===== src/rtl/regsel_pipe.sv =====
// Register-select pipeline stage: decodes rs1/rs2/rd from a LEGv8 instruction word,
// registers them behind valid/ready, and stalls on RAW hazards against in-flight writers.

module regsel_match #(
    parameter int SEL_W = 5
) (
    input  logic             we,
    input  logic [SEL_W-1:0] rd,
    input  logic [SEL_W-1:0] rs1,
    input  logic [SEL_W-1:0] rs2,
    input  logic             rs1_live,
    input  logic             rs2_live,
    output logic             hit
);
    assign hit = we && ((rs1_live && rd == rs1) || (rs2_live && rd == rs2));
endmodule

module regsel_pipe #(
    parameter int          SEL_W     = 5,
    parameter int          DEPTH     = 4,
    parameter logic [10:0] MOVK_OPC  = 11'b11110010100,
    parameter int          ZERO_REG  = 31,
    parameter bit          HAZARD_EN = 1'b1
) (
    input  logic                       clk,
    input  logic                       rst,
    input  logic                       in_valid,
    output logic                       in_ready,
    input  logic [31:0]                instr,
    input  logic                       reg2loc,
    input  logic                       reg_write,
    output logic                       out_valid,
    input  logic                       out_ready,
    output logic [SEL_W-1:0]           rs1,
    output logic [SEL_W-1:0]           rs2,
    output logic [SEL_W-1:0]           rd,
    output logic                       rd_we,
    input  logic                       retire,
    output logic [$clog2(DEPTH+1)-1:0] pend_count,
    output logic                       hazard
);
    localparam int CNT_W = $clog2(DEPTH+1);
    localparam int PTR_W = (DEPTH > 1) ? $clog2(DEPTH) : 1;
    localparam logic [PTR_W-1:0] PTR_LAST = PTR_W'(DEPTH-1);
    localparam logic [CNT_W-1:0] CNT_FULL = CNT_W'(DEPTH);
    localparam logic [SEL_W-1:0] ZR       = SEL_W'(ZERO_REG);

    logic [SEL_W-1:0] rs1_n, rs2_n, rd_n;
    logic             we_n, movk, accept, pop;
    logic             unused_bits;

    logic [DEPTH-1:0]            ent_we;
    logic [DEPTH-1:0][SEL_W-1:0] ent_rd;
    logic [DEPTH-1:0]            hit;
    logic [PTR_W-1:0]            head, tail;
    logic [CNT_W-1:0]            count;

    function automatic logic [PTR_W-1:0] ptr_inc(input logic [PTR_W-1:0] p);
        return (p == PTR_LAST) ? '0 : p + 1'b1;
    endfunction

    assign movk        = instr[31:21] == MOVK_OPC;
    assign rs1_n       = movk ? instr[SEL_W-1:0] : instr[5 +: SEL_W];
    assign rs2_n       = reg2loc ? instr[SEL_W-1:0] : instr[16 +: SEL_W];
    assign rd_n        = instr[SEL_W-1:0];
    assign we_n        = reg_write && rd_n != ZR;
    assign unused_bits = ^instr;

    // One comparator per scoreboard slot; popped slots have we cleared so they never match.
    for (genvar i = 0; i < DEPTH; i++) begin : g_match
        regsel_match #(.SEL_W(SEL_W)) u_match (
            .we       (ent_we[i]),
            .rd       (ent_rd[i]),
            .rs1      (rs1_n),
            .rs2      (rs2_n),
            .rs1_live (rs1_n != ZR),
            .rs2_live (rs2_n != ZR),
            .hit      (hit[i])
        );
    end

    assign hazard     = HAZARD_EN && in_valid && (|hit);
    assign in_ready   = (!out_valid || out_ready) && !hazard && (count < CNT_FULL);
    assign accept     = in_valid && in_ready;
    assign pop        = retire && (count != '0);
    assign pend_count = count;

    always_ff @(posedge clk or posedge rst) begin
        if (rst) begin
            out_valid <= 1'b0;
            rs1       <= '0;
            rs2       <= '0;
            rd        <= '0;
            rd_we     <= 1'b0;
            head      <= '0;
            tail      <= '0;
            count     <= '0;
            ent_we    <= '0;
            ent_rd    <= '0;
        end else begin
            if (accept) begin
                out_valid    <= 1'b1;
                rs1          <= rs1_n;
                rs2          <= rs2_n;
                rd           <= rd_n;
                rd_we        <= we_n;
                ent_we[tail] <= we_n;
                ent_rd[tail] <= rd_n;
                tail         <= ptr_inc(tail);
            end else if (out_ready) begin
                out_valid <= 1'b0;
            end
            // head==tail with both active is impossible: pop needs count>0, push needs count<DEPTH
            if (pop) begin
                ent_we[head] <= 1'b0;
                head         <= ptr_inc(head);
            end
            if (accept && !pop)
                count <= count + 1'b1;
            else if (pop && !accept)
                count <= count - 1'b1;
        end
    end
endmodule


===== config.mk =====
export PLATFORM = sky130hd
export DESIGN_NAME = regsel_pipe
export DESIGN_NICKNAME = d
export VERILOG_FILES = /design/src/rtl/regsel_pipe.sv
export SDC_FILE = /design/constraint.sdc
export NUM_CORES = 1
export LEC_CHECK = 0
export ABC_CLOCK_PERIOD_IN_PS = 5900
export CORE_UTILIZATION = 55
export DETAILED_ROUTE_END_ITERATION = 7
export PLACE_DENSITY_LB_ADDON = 0.12
export SLEW_MARGIN = 20
export SYNTH_ARGS = -nofsm -noshare
export SYNTH_HDL_FRONTEND = slang
export SYNTH_SLANG_ARGS = --single-unit

===== constraint.sdc =====
create_clock -name clk -period 5.9 [get_ports clk]
set_input_delay 1.18 -clock clk [delete_from_list [all_inputs] [get_ports clk]]
set_output_delay 1.18 -clock clk [all_outputs]
set_load 0.02 [all_outputs]

==> out/metrics.yaml <==
async_flop_share: 1.000
cts_tree: "built"
track_usage: 0.2579
holdWs_ps: 521.7
total_power_uw: 1737
worst_slew_pin_slew_ps: 813.0
final-setup-viol-count: 0
fin_nets: 399
synth.top_cell.area_share: 0.3899
portBuffers: 54
drive_above_1_share: 0.1629
critPathRequiredTime_ps: 4720
ctsHoldBuffers: 0
regArea_um2: 1201
synth_cells: 288
synth_cell_types: 38
min_from: "rs1[3]$_DFFE_PP0P_"
synthTopCellsByArea: "dfrtp_1 (39%), xnor2_1 (12%), mux2i_1 (7.8%)"
cts-root-buf: "clkbuf_8"
area_growth_pct: 24.29
synth_edf_count: 0
power_leakage_uw: 0.001680
drv_slew: 0
postCtsSetupBuffers: 0
grt_max_degree: 49
num-fill-cells: 406
synth_nets: 337
insertion_delay_ps: 300
die_y_um: 76.84
status: "complete, no violations"
syn_avg_cell_area_um2: 10.70
setup_tns_ps: 0
num_vias: 2312
criticalPathCategory: "primary input to primary output"
start_kind: "primary input"
final_cell_mix: "clkdlybuf4s50_1 (54), dfrtp_1 (48), xnor2_1 (41)"
antenna-diode-count: 0
multi_input_area_um2: 1714
numCtsBuffers: 5
synth-main-ff-cell: "dfrtp_1"
crit_start: "instr[0]"
mostFrequentLayoutCell: "clkdlybuf4s50_1"
wl_per_cell_um: 16.81
cts.reportedPaths.clkPinSlew_ps: 90
die_area_um2: 5904
drt-total-wl_um: 7061
grt_pass1_wl_um: 11710
overflow: 0
yosys_register_bits: 48
grt_pass1_vias: 2309
power_density_nw_per_um2: 453.6
clock_path_buffers: 2
start_util: 0.5882
slew_headroom: 0.4574
rsz0062_at_grt: "no"
drc_errors: 0
period_minus_slack_ps: 5345
fmax_mhz: 187.1
drt-initial-drc-count: 140
endpoint_kind: "primary output"
min_path_type: "register to register"
place_congestion: 0.9285
critical_path_peak_fanout: 7
antenna_left: 0
cts.repair.resized: 0
yosysSeqAreaShare: 0.3899
fp.dieW_um: 76.84
dp_hpwl_um: 5399
grt_antenna_before_repair: 0
synth_top_area_cell: "dfrtp_1"
vias_per_cell: 5.505
worst_clock_skew_ps: 4.260
first_pass_iters: 4
max-vdd-ir-drop_mv: 0.2141
hold_viol: 0
clock-sinks: 48
cp.arrival_ps: 4160
maxCapViolations: 0
ys_warn_count: 0
htree_levels: 2
rows: 26
post-route-period-util: 0.9059
core_area_um2: 5238
syn-cell-area_um2: 3080
io_pins: 61
rr_startpoint: "ent_rd[4]$_DFFE_PP0P_"
==> stage by stage <==
stage	cell area, um^2	util	std cells	setup slack (ps)
final	3829	0.7310	420	555.4
after global placement	3746	0.7152	413	600.3
after CTS	3827	0.7308	420	562.8
after floorplan	3080	-	288	1326
after global routing	3829	0.7310	420	435.2
after detailed placement	3746	0.7152	413	563.3
==> where the power goes <==
part | switching [uW] | internal, uW
Combinational | 388 | 490
Sequential | 176 | 493
Clock | 108 | 80.4
Total | 673 | 1060
==> area by class of cell <==
cell class                 count  area share
multi-input combinational    200      0.4477
sequential                    48      0.3137
timing repair buffer          67      0.1667
inverter                      28     0.02778
tap                           70     0.02288
clock buffer                   5     0.01797
clock inverter                 2    0.003268
==> cells in the mapped netlist (4+ instances only) <==
| cell | count |
|---|---|
| o221ai_1 | 4 |
| nor2_1 | 6 |
| mux2_4 | 9 |
| mux2_2 | 20 |
| xnor2_1 | 41 |
| mux2i_1 | 24 |
| xor2_1 | 7 |
| nor4_1 | 8 |
| inv_1 | 28 |
| nand2_1 | 14 |
| nand4_2 | 4 |
| nand2b_1 | 4 |
| nor4b_1 | 4 |
| dfrtp_1 | 48 |
| ha_1 | 9 |
| clkbuf_1 | 6 |
| nand3_1 | 15 |
==> routing by layer <==
layer  vias to the layer above  routed length [um]  share of wire  global-route usage
met1                      1121                3050           0.43              0.3507
met5                         -                   0              0                   0
met3                        12                 407          0.058             0.04167
li1                       1115                   -              -                   -
met2                        64                3506           0.50              0.4348
met4                         0                  97          0.014             0.04808
==> worst max-delay path, stage by stage <==
cell,delay (ps)
clkdlybuf4s50_1,740
inv_1,130
nor2_1,510
nor4b_1,130
o2bb2ai_1,210
o211ai_1,180
a211oi_4,280
nor2b_1,90
nor2b_1,110
clkdlybuf4s50_1,600
==> cell families (layout without fill, tap and decap cells) <==
kind of cell,after synthesis,after routing,share of synthesized area
fa+ha+maj,10,10,0.04306
mux,53,53,0.1950
flops,48,48,0.3899
simple gates,71,71,0.1365
compound gates,18,18,0.04549
buf+inv,40,102,0.05361
xor+xnor,48,48,0.1365
==> state kept, by name (all words and copies together), names as in the netlist <==
signal	count
rd_we	1
tail	2
rs2	5
out_valid	1
rd	5
rs1	5
ent_we	4
ent_rd	20
head	2
pend_count	3
==> final timing paths <==
kind	end	slack, ps	depth (start not counted)
worst max register to register	pend_count[2]$_DFFE_PP0P_	2950	15
max in group asynchronous	ent_rd[3]$_DFFE_PP0P_	4090	2
worst min register to register	rs1[3]$_DFFE_PP0P_	520	1
worst min-delay path	rs1[3]$_DFFE_PP0P_	520	1
min in group asynchronous	tail[0]$_DFFE_PP0P_	1330	2
worst max-delay path	in_ready	560	10
Power figures use the tool's default switching activity.
